`config.mk`:
```
export PLATFORM = sky130hd
export DESIGN_NAME = twos_to_signmag_serial
export DESIGN_NICKNAME = d
export VERILOG_FILES = /design/src/rtl/cordic_pkg.sv /design/src/rtl/twos_serial_cell.sv /design/src/rtl/twos_to_signmag_serial.sv
export SDC_FILE = /design/constraint.sdc
export NUM_CORES = 1
export LEC_CHECK = 0
export CORE_ASPECT_RATIO = 0.8
export CORE_MARGIN = 2
export CORE_UTILIZATION = 47
export CTS_CLUSTER_SIZE = 20
export DETAILED_ROUTE_END_ITERATION = 12
export PLACE_DENSITY = 0.72
export SLEW_MARGIN = 20
export SYNTH_ARGS = -nofsm -noshare
export SYNTH_HDL_FRONTEND = slang
export SYNTH_SLANG_ARGS = --single-unit
```
`constraint.sdc`:
```
create_clock -name clk -period 1.8 [get_ports clk]
set_clock_uncertainty 0.05 [all_clocks]
set_input_delay 0.36 -clock clk [delete_from_list [all_inputs] [get_ports clk]]
set_output_delay 0.36 -clock clk [all_outputs]
set_load 0.01 [all_outputs]
```
`src/rtl/cordic_pkg.sv`:
```
// Shared definitions for the CORDIC output path: FSM encoding and default widths.
package cordic_pkg;

  localparam int DEF_DATA_WID = 32;

  typedef enum logic [1:0] {
    ST_IDLE  = 2'd0,
    ST_SHIFT = 2'd1,
    ST_DONE  = 2'd2
  } state_e;

endpackage

```
`src/rtl/twos_serial_cell.sv`:
```
// One-bit two's-complement to magnitude rule: copy up to and including the first 1,
// then invert the remaining bits when the operand is negative.
module twos_serial_cell (
  input  logic clk,
  input  logic rst,
  input  logic clr,
  input  logic en,
  input  logic sign,
  input  logic in_bit,
  output logic out_bit
);

  logic seen_one_q;

  // The flag still holds the state from before this bit, so the first 1 is copied.
  assign out_bit = in_bit ^ (sign & seen_one_q);

  // NOTE: sequential state uses non-blocking assignments so every flop samples pre-edge values.
  always_ff @(posedge clk) begin
    if (rst || clr) begin
      seen_one_q <= 1'b0;
    end else if (en) begin
      seen_one_q <= seen_one_q | in_bit;
    end
  end

endmodule

```
`src/rtl/twos_to_signmag_serial.sv`:
```
// Bit-serial two's-complement to sign-magnitude decoder, LSB first, one operand in flight.
module twos_to_signmag_serial
  import cordic_pkg::*;
#(
  parameter int DATA_WID_ = DEF_DATA_WID,
  parameter int CNT_WID_  = $clog2(DATA_WID_) + 1
) (
  input  logic                 clk,
  input  logic                 rst,
  input  logic                 in_valid,
  output logic                 in_ready,
  input  logic [DATA_WID_-1:0] in_data,
  output logic                 out_valid,
  input  logic                 out_ready,
  output logic                 out_sign,
  output logic [DATA_WID_-1:0] out_mag,
  output logic                 out_ovf,
  output logic                 busy
);

  localparam logic [DATA_WID_-1:0] MOST_NEG = {1'b1, {(DATA_WID_-1){1'b0}}};
  localparam logic [CNT_WID_-1:0]  LAST_CNT = CNT_WID_'(DATA_WID_ - 1);

  state_e                 state_q;
  logic [DATA_WID_-1:0]   shift_q;
  logic [DATA_WID_-1:0]   res_q;
  logic [DATA_WID_-1:0]   res_d;
  logic [DATA_WID_-1:0]   out_mag_q;
  logic [CNT_WID_-1:0]    cnt_q;
  logic                   sign_q;
  logic                   out_sign_q;
  logic                   out_ovf_q;
  logic                   cell_clr;
  logic                   cell_en;
  logic                   out_bit;
  logic                   last_shift;

  assign cell_clr   = (state_q == ST_IDLE) && in_valid;
  assign cell_en    = (state_q == ST_SHIFT);
  assign res_d      = {out_bit, res_q[DATA_WID_-1:1]};
  assign last_shift = (cnt_q == LAST_CNT);

  twos_serial_cell u_cell (
    .clk     (clk),
    .rst     (rst),
    .clr     (cell_clr),
    .en      (cell_en),
    .sign    (sign_q),
    .in_bit  (shift_q[0]),
    .out_bit (out_bit)
  );

  always_ff @(posedge clk) begin
    if (rst) begin
      state_q    <= ST_IDLE;
      shift_q    <= '0;
      res_q      <= '0;
      cnt_q      <= '0;
      sign_q     <= 1'b0;
      out_sign_q <= 1'b0;
      out_mag_q  <= '0;
      out_ovf_q  <= 1'b0;
    end else begin
      case (state_q)
        ST_IDLE: begin
          if (in_valid) begin
            shift_q <= in_data;
            sign_q  <= in_data[DATA_WID_-1];
            cnt_q   <= '0;
            state_q <= ST_SHIFT;
          end
        end
        ST_SHIFT: begin
          shift_q <= shift_q >> 1;
          res_q   <= res_d;
          cnt_q   <= cnt_q + 1'b1;
          // The final bit lands in the MSB on this edge, so publish the completed word directly.
          if (last_shift) begin
            out_mag_q  <= res_d;
            out_sign_q <= sign_q;
            out_ovf_q  <= sign_q && (res_d == MOST_NEG);
            state_q    <= ST_DONE;
          end
        end
        ST_DONE: begin
          if (out_ready) begin
            state_q <= ST_IDLE;
          end
        end
        default: state_q <= ST_IDLE;
      endcase
    end
  end

  assign in_ready  = (state_q == ST_IDLE);
  assign out_valid = (state_q == ST_DONE);
  assign busy      = (state_q != ST_IDLE);
  assign out_sign  = out_sign_q;
  assign out_mag   = out_mag_q;
  assign out_ovf   = out_ovf_q;

endmodule

```
==> impl_metrics.env, run 1 <==
export IMPL_outcome="finished clean"
export IMPL_fin_cells=677
export IMPL_syn_nets=538
export IMPL_synth_top_area_share_pct=52.7
export IMPL_end_kind="flip-flop"
export IMPL_dp_cells=661
export IMPL_routabilityCongestion=0.768
export IMPL_yosysMostFrequentCell="nand2_1"
export IMPL_area_delta_synth_final_pct=25.2
export IMPL_grt_max_degree=108
export IMPL_crit_path_top_delay_cell="or4_1"
export IMPL_hold_path_depth=2
export IMPL_finalNetCount=597
export IMPL_initial_core_util_pct=48.2
export IMPL_wl_per_cell_um=12.7
export IMPL_sw_frac_of_total_pct=24.2
export IMPL_p_total_uw=4340
export IMPL_vias=3518
export IMPL_first_global_vias=3254
export IMPL_clk_pin_slew_ns=0.09
export IMPL_syn_inst=501
export IMPL_cts_buffers=9
export IMPL_r2r_start="res_q[27]"
export IMPL_syn_area_um2=4070
export IMPL_maxCapViolCount=0
export IMPL_grt_total_usage_pct=19.3
export IMPL_yosysWarnings=0
export IMPL_clock_sinks=107
export IMPL_finalMaxSlewViolations=0
export IMPL_dp_hpwl_um=5690
export IMPL_r2r_cells=4
export IMPL_postLayoutCoreUtil_pct=60.3
export IMPL_critPathTopFamily="simple AND/OR/NAND/NOR gates"
export IMPL_num_io_pins=73
export IMPL_yosysSeqAreaShare_pct=52.7
export IMPL_drt_pass1_iter_count=4
export IMPL_grt_antenna_before_repair=0
export IMPL_htreeDepth=3
export IMPL_synthFlopType="dfxtp_1"
export IMPL_min_period_over_period_pct=95.8
export IMPL_pwr_share_clk_pct=33.9
export IMPL_criticalPathCategory="flip-flop to flip-flop"
export IMPL_port_buffers=72
export IMPL_power_leakage_uw=0.00173
export IMPL_yosysTopAreaCell="dfxtp_1"
export IMPL_totalWireLength_um=8620
export IMPL_grt_pass1_wl_um=14600
export IMPL_wl_met3_um=350
export IMPL_cp_required_ns=2.05
export IMPL_cts_buffer_depth=2
export IMPL_ir_drop_mv=0.407
export IMPL_wl_met1_um=4230
export IMPL_async_flop_share_pct=0
export IMPL_cts_setup_buffers=0
export IMPL_critPathLaunch="res_q[27]"
export IMPL_antenna_cells=0
export IMPL_cts_root_buffer="clkbuf_8"
export IMPL_synth_area_top_cells="dfxtp_1 53%, nand2_1 14%, a21oi_1 11%"
export IMPL_die_y_um=87.2
export IMPL_die_w_um=108
export IMPL_seq_power_share_pct=57.0
export IMPL_avgSynthCellArea_um2=8.12
export IMPL_die_area_um2=9420
export IMPL_ant_nets=0
export IMPL_rsz0062_at_grt="no"
export IMPL_drcViolationCount=0
export IMPL_core_um2=8450
export IMPL_hold_path_class="flip-flop to flip-flop"
export IMPL_num_rows=30
export IMPL_power_density_nw_per_um2=852
export IMPL_cp_max_fo=4
export IMPL_maxSlewHeadroom_pct=62.9
export IMPL_hold_start="out_mag[16]"
export IMPL_path_cells="nor4_1, nand4_1, or4_1, o21ai_2"
export IMPL_drt_iter0_markers=157
export IMPL_drive_gt1_share_pct=7.79
export IMPL_final_hold_violation_count=0
export IMPL_dr_max_layer_used="met4"
export IMPL_synth_seq_cells=107
export IMPL_fmax_mhz=580
export IMPL_slowest_delay_ns=0.54
export IMPL_grt_ovfl_total=0
export IMPL_setup_violations=0
export IMPL_path_buf_inv=0
export IMPL_cts_tree="yes"
export IMPL_p_comb_share_pct=9.0
export IMPL_tightest_slew_ns=0.555
export IMPL_synth_edf_count=0
export IMPL_vias_per_cell=5.20
export IMPL_cp_arrival_ns=1.97
export IMPL_path_depth=4
export IMPL_internal_power_uw=3290
export IMPL_start_kind="flip-flop"
export IMPL_min_period_ns=1.72
export IMPL_p_switching_uw=1050
export IMPL_yosysUniqueCellTypes=37
export IMPL_route_met2_wl_um=3940
export IMPL_synthTopCellsByCount="154 x nand2_1, 107 x dfxtp_1, 93 x a21oi_1, 37 x nor2_1, 22 x a22oi_1"
export IMPL_insertion_delay_ns=0.36
cell usage in the layout, fill, tap and decap left out, drive strengths merged, types with 2 or more instances in the layout:
master,count
o21ai,3
a211oi,3
or4,2
clkdlybuf4s50,68
dlygate4sd2,3
nand2b,3
a22oi,22
nor2,38
nor2b,2
nor3,3
inv,2
nand3,4
clkinvlp,2
dfxtp,107
buf,14
a21oi,94
nand3b,2
nand2,155
clkbuf,10
nor4,15
clkinv,2
path summary, 6_finish.rpt:
path                            slack, ns           to
worst max-delay path                 0.08      out_ovf
worst min-delay path                 0.41  out_mag[16]
worst max register to register       0.08      out_ovf
worst min register to register       0.41  out_mag[16]
per-layer routing:
metal	global-route usage [%]	up-vias
met1	25.8	1630
met2	31.2	64
met3	4.41	10
met5	0	-
li1	-	1814
met4	6.06	0
cells by family (layout without fill, tap and decap cells):
logic type | after synthesis | count (layout) | synth area share, %
compound gates | 124 | 124 | 17.2
fa+ha+maj | 1 | 1 | 0.308
flops | 107 | 107 | 52.7
buf+inv | 38 | 102 | 4.89
xor+xnor | 1 | 1 | 0.215
simple gates | 230 | 230 | 24.8
worst reg2reg max path, cell delays in order, from the launching register on:
cell,delay (ns)
dfxtp_1,0.35
nor4_1,0.46
nand4_1,0.15
or4_1,0.54
o21ai_2,0.12
through the flow:
stage	instance area (µm²)	hold WS, ns	setup slack [ns]	setup TNS, ns
after floorplan	4070	0.387	0.188	0
after global placement	4890	0.392	-0.0614	-0.280
after detailed placement	4890	0.396	-0.133	-0.813
after CTS	5090	0.409	0.0630	0
after global routing	5090	0.423	0.0103	0
final	5090	0.406	0.0763	0
area by class of cell:
cell class / instances / area (µm²)
Timing Repair Buffer: 85 / 862
Sequential cell: 107 / 2140
Multi-Input combinational cell: 356 / 1740
Tap cell: 112 / 140
Inverter: 1 / 3.75
Clock buffer: 10 / 138
Clock inverter: 6 / 63.8
Fill cell: 774 / 3350
state kept, by name, indices dropped and copies added (netlist names):
signal / flops
state_q: 2
shift_q: 32
out_ovf: 1
cnt_q: 6
sign_q: 1
res_q: 31
out_mag: 32
out_sign: 1
u_cell.seen_one_q: 1
power groups by stage:
stage	logic (µW)	registers, µW	clock network, µW
detailed placement	397	2530	0
CTS	394	2480	1520
finish	393	2480	1470
floorplan	247	2520	0
global placement	389	2530	0
global route	436	2480	1610
repair_timing:
item,CTS,global route
gates resized for setup,4,1
hold buffers,0,0
endpoints found under the setup margin,3,2
(Power assumes the default switching activity.)
==> inputs of run 2 (changes only) <==
--- a/config.mk
+++ b/config.mk
@@ -11,6 +11,7 @@
 export CTS_CLUSTER_SIZE = 20
 export DETAILED_ROUTE_END_ITERATION = 12
 export PLACE_DENSITY = 0.72
+export SKIP_CTS_REPAIR_TIMING = 1
 export SLEW_MARGIN = 20
 export SYNTH_ARGS = -nofsm -noshare
 export SYNTH_HDL_FRONTEND = slang
==> impl_metrics.env, run 2 (synthesis gave the netlist of run 1 again) <==
export IMPL_outcome="finished clean"
export IMPL_area_delta_synth_final_pct=25.5
export IMPL_vias_per_cell=5.19
export IMPL_clk_pin_slew_ns=0.09
export IMPL_num_rows=30
export IMPL_cp_arrival_ns=1.97
export IMPL_maxCapViolCount=0
export IMPL_grt_pass1_wl_um=14600
export IMPL_cp_required_ns=2.05
export IMPL_min_period_over_period_pct=95.8
export IMPL_start_kind="flip-flop"
export IMPL_cts_tree="yes"
export IMPL_finalMaxSlewViolations=0
export IMPL_die_area_um2=9420
export IMPL_final_cell_area_um2=5100
export IMPL_routabilityCongestion=0.768
export IMPL_cp_max_fo=4
export IMPL_insertion_delay_ns=0.36
export IMPL_grt_max_degree=108
export IMPL_cts_buffer_depth=2
export IMPL_drt_iter0_markers=157
export IMPL_drt_pass1_iter_count=5
export IMPL_power_leakage_uw=0.00176
export IMPL_first_global_vias=3254
export IMPL_final_hold_violation_count=0
export IMPL_cts_root_buffer="clkbuf_8"
export IMPL_totalWireLength_um=8620
export IMPL_port_buffers=72
export IMPL_drcViolationCount=0
export IMPL_min_period_ns=1.72
export IMPL_wl_per_cell_um=12.7
export IMPL_maxSlewHeadroom_pct=62.9
export IMPL_n_fill_cell=768
export IMPL_antenna_cells=0
export IMPL_end_kind="flip-flop"
export IMPL_drive_gt1_share_pct=7.79
export IMPL_path_cells="nor4_1, nand4_1, or4_1, o21ai_2"
export IMPL_hold_path_class="flip-flop to flip-flop"
export IMPL_clock_sinks=107
export IMPL_fmax_mhz=580
export IMPL_initial_core_util_pct=48.2
export IMPL_p_total_uw=4340
export IMPL_final_common_cell="nand2_1"
export IMPL_ant_nets=0
export IMPL_grt_ovfl_total=0
export IMPL_criticalPathCategory="flip-flop to flip-flop"
export IMPL_die_y_um=87.2
export IMPL_cts_buffers=9
export IMPL_vias=3515
export IMPL_crit_path_top_delay_cell="or4_1"
export IMPL_power_density_nw_per_um2=851
export IMPL_dp_hpwl_um=5690
export IMPL_core_um2=8450
export IMPL_layout_common_cells="154 x nand2_1, 106 x dfxtp_1, 93 x a21oi_1"
export IMPL_rsz0062_at_grt="no"
export IMPL_setup_violations=0
export IMPL_slowest_delay_ns=0.54
export IMPL_tightest_slew_ns=0.556
export IMPL_dpl_cell_area_um2=4890
export IMPL_grt_total_usage_pct=19.3
export IMPL_grt_antenna_before_repair=0
export IMPL_finalNetCount=597
export IMPL_ir_drop_mv=0.408
export IMPL_num_io_pins=73
export IMPL_die_w_um=108
export IMPL_htreeDepth=3
## run 2: cell types whose count changed in the layout (fill, tap and decap cells not counted)
cell            previous run  this run
dlygate4sd2_1              3         0
dlymetal6s2s_1             0         3
## run 2: per-layer routing
metal | GRT usage [%] | vias to the layer above | wire (µm)
li1 | - | 1814 | -
met1 | 25.8 | 1623 | 4210
met2 | 31.2 | 68 | 3950
met3 | 4.41 | 10 | 366
met4 | 6.06 | 0 | 101
met5 | 0 | - | 0
## run 2: area by class of cell
cell class                      instances  area (µm²)  share of cell area (%)
Clock buffer                           10         138                    2.70
Clock inverter                          6        63.8                    1.25
Inverter                                1        3.75                  0.0735
Multi-Input combinational cell        356        1740                    34.1
Sequential cell                       107        2140                    42.0
Tap cell                              112         140                    2.75
Timing Repair Buffer                   85         873                    17.1
## run 2: path summary, 6_finish.rpt
check / start / to / slack (ns) / depth (start not counted)
max: res_q[27] / out_ovf / 0.08 / 4
max reg2reg: res_q[27] / out_ovf / 0.08 / 4
min reg2reg: out_mag[16] / out_mag[16] / 0.41 / 2
min: out_mag[16] / out_mag[16] / 0.41 / 2
## run 2: critical path, delay by kind of cell (launching register included)
kind,cells,cell delay [ns]
DFF,1,0.35
AOI/OAI and AO/OA,1,0.12
and+or+nand+nor,3,1.15
## run 2: power by group
part | switching, µW | leakage [µW] | total [µW] | internal, µW
Clock | 791 | 0.0000987 | 1470 | 681
Sequential | 42.0 | 0.000869 | 2480 | 2430
Combinational | 219 | 0.000794 | 395 | 176
## run 2: stage by stage
stage	util [%]	std cells	TNS (ns)	setup slack, ns	hold WS [ns]
CTS	60.3	677	-0.445	-0.237	0.409
global route	60.4	677	0	0.0103	0.423
global placement	57.9	661	-0.280	-0.0614	0.392
finish	60.4	677	0	0.0763	0.406
floorplan	-	501	0	0.188	0.387
detailed placement	57.9	661	-0.813	-0.133	0.396
==> inputs of run 3 (changes only) <==
--- a/config.mk
+++ b/config.mk
@@ -8,9 +8,9 @@
 export CORE_ASPECT_RATIO = 0.8
 export CORE_MARGIN = 2
 export CORE_UTILIZATION = 47
-export CTS_CLUSTER_SIZE = 20
 export DETAILED_ROUTE_END_ITERATION = 12
 export PLACE_DENSITY = 0.72
+export RECOVER_POWER = 100
 export SKIP_CTS_REPAIR_TIMING = 1
 export SLEW_MARGIN = 20
 export SYNTH_ARGS = -nofsm -noshare
==> impl_metrics.env, run 3 (synthesis gave the netlist of run 1 again) <==
export IMPL_drcViolationCount=0
export IMPL_setup_violations=0
export IMPL_drive_gt1_share_pct=7.61
export IMPL_area_delta_synth_final_pct=24.8
export IMPL_criticalPathCategory="flip-flop to output pin"
export IMPL_min_period_ns=1.73
export IMPL_ir_drop_mv=0.408
export IMPL_power_leakage_uw=0.00180
export IMPL_critPathLaunch="out_mag[10]"
export IMPL_antenna_cells=0
export IMPL_start_kind="flip-flop"
export IMPL_critPathTopFamily="buffers and inverters"
export IMPL_clock_sinks=107
export IMPL_dpl_cell_area_um2=4890
export IMPL_port_buffers=72
export IMPL_min_period_over_period_pct=96.1
export IMPL_tightest_slew_ns=0.558
export IMPL_internal_power_uw=3280
export IMPL_outcome="finished clean"
export IMPL_grt_ovfl_total=0
export IMPL_cts_root_buffer="clkbuf_8"
export IMPL_hold_path_class="flip-flop to flip-flop"
export IMPL_maxSlewHeadroom_pct=62.7
export IMPL_core_um2=8450
export IMPL_slowest_delay_ns=0.62
export IMPL_postLayoutCoreUtil_pct=60.1
export IMPL_die_y_um=87.2
export IMPL_drt_iter0_markers=160
export IMPL_grt_pass1_wl_um=14600
export IMPL_cp_required_ns=1.39
export IMPL_power_density_nw_per_um2=854
export IMPL_r2r_end="out_ovf"
export IMPL_dp_hpwl_um=5690
export IMPL_end_kind="output pin"
export IMPL_grt_total_usage_pct=19.3
export IMPL_vias=3554
export IMPL_path_depth=1
export IMPL_num_io_pins=73
export IMPL_clk_pin_slew_ns=0.10
export IMPL_vias_per_cell=5.25
export IMPL_r2r_start="res_q[27]"
export IMPL_finalMaxSlewViolations=0
export IMPL_final_hold_violation_count=0
export IMPL_crit_path_top_delay_cell="dlygate4sd3_1"
export IMPL_routabilityCongestion=0.768
export IMPL_pwr_share_clk_pct=34.0
export IMPL_r2r_cells=4
export IMPL_first_global_vias=3254
export IMPL_cts_buffer_depth=2
export IMPL_path_buf_inv=1
export IMPL_totalWireLength_um=8670
export IMPL_fmax_mhz=578
export IMPL_ant_nets=0
export IMPL_cts_tree="yes"
export IMPL_final_common_cell="nand2_1"
export IMPL_insertion_delay_ns=0.36
export IMPL_sw_frac_of_total_pct=24.3
export IMPL_die_w_um=108
export IMPL_drt_pass1_iter_count=4
export IMPL_rsz0062_at_grt="no"
export IMPL_cp_arrival_ns=1.32
export IMPL_grt_max_degree=108
export IMPL_die_area_um2=9420
export IMPL_crit_path_end="out_mag[10]"
export IMPL_num_rows=30
export IMPL_layout_common_cells="155 x nand2_1, 106 x dfxtp_1, 93 x a21oi_1"
export IMPL_p_comb_share_pct=8.9
export IMPL_htreeDepth=3
export IMPL_finalNetCount=597
export IMPL_wl_per_cell_um=12.8
export IMPL_cp_max_fo=2
export IMPL_p_switching_uw=1050
export IMPL_r2r_setup_slack_ns=0.10
export IMPL_maxCapViolCount=0
export IMPL_grt_antenna_before_repair=0
export IMPL_seq_power_share_pct=57.1
export IMPL_final_cell_area_um2=5080
export IMPL_cts_buffers=9
export IMPL_path_cells="dlygate4sd3_1"
export IMPL_initial_core_util_pct=48.2
run 3: per-stage QoR:
stage / hold slack (ns) / total power (µW) / TNS (ns) / worst slack (ns) / cells
6_report: 0.402 / 4340 / 0 / 0.0708 / 677
5_1_grt: 0.420 / 4530 / 0 / 0.0103 / 677
4_1_cts: 0.409 / 4390 / -0.445 / -0.237 / 677
3_5_place_dp: 0.396 / 2930 / -0.813 / -0.133 / 661
3_3_place_gp: 0.392 / 2910 / -0.280 / -0.0614 / 661
2_1_floorplan: 0.387 / 2770 / 0 / 0.188 / 501
run 3: power groups by stage:
| stage | Sequential, µW | Clock [µW] | Combinational, µW |
|---|---|---|---|
| finish | 2480 | 1470 | 388 |
| global placement | 2530 | 0 | 389 |
| detailed placement | 2530 | 0 | 397 |
| global route | 2480 | 1610 | 430 |
| CTS | 2470 | 1520 | 397 |
| floorplan | 2520 | 0 | 247 |
run 3: cell type report:
type                       instances  area, µm²
clock inverter                     6       63.8
fill                             775       3370
timing repair buffer              85        847
multi-input combinational        356       1740
clock buffer                      10        138
sequential                       107       2140
tap                              112        140
inverter                           1       3.75
run 3: worst min-delay path by stage:
stage	cells past startpoint	end	slack (ns)	from
2_1_floorplan	2	shift_q[31]	0.39	shift_q[31]
3_5_place_dp	2	out_mag[9]	0.40	out_mag[9]
3_3_place_gp	2	shift_q[2]	0.39	shift_q[2]
6_report	2	out_mag[16]	0.40	out_mag[16]
4_1_cts	2	shift_q[2]	0.41	shift_q[2]
5_1_grt	2	out_mag[16]	0.42	out_mag[16]
run 3: routing by layer:
layer | up-vias | track usage (%) | part of all wire, %
li1 | 1811 | - | -
met4 | 0 | 6.06 | 1.2
met3 | 10 | 4.41 | 4.4
met1 | 1658 | 25.8 | 49
met2 | 75 | 31.2 | 45
met5 | - | 0 | 0
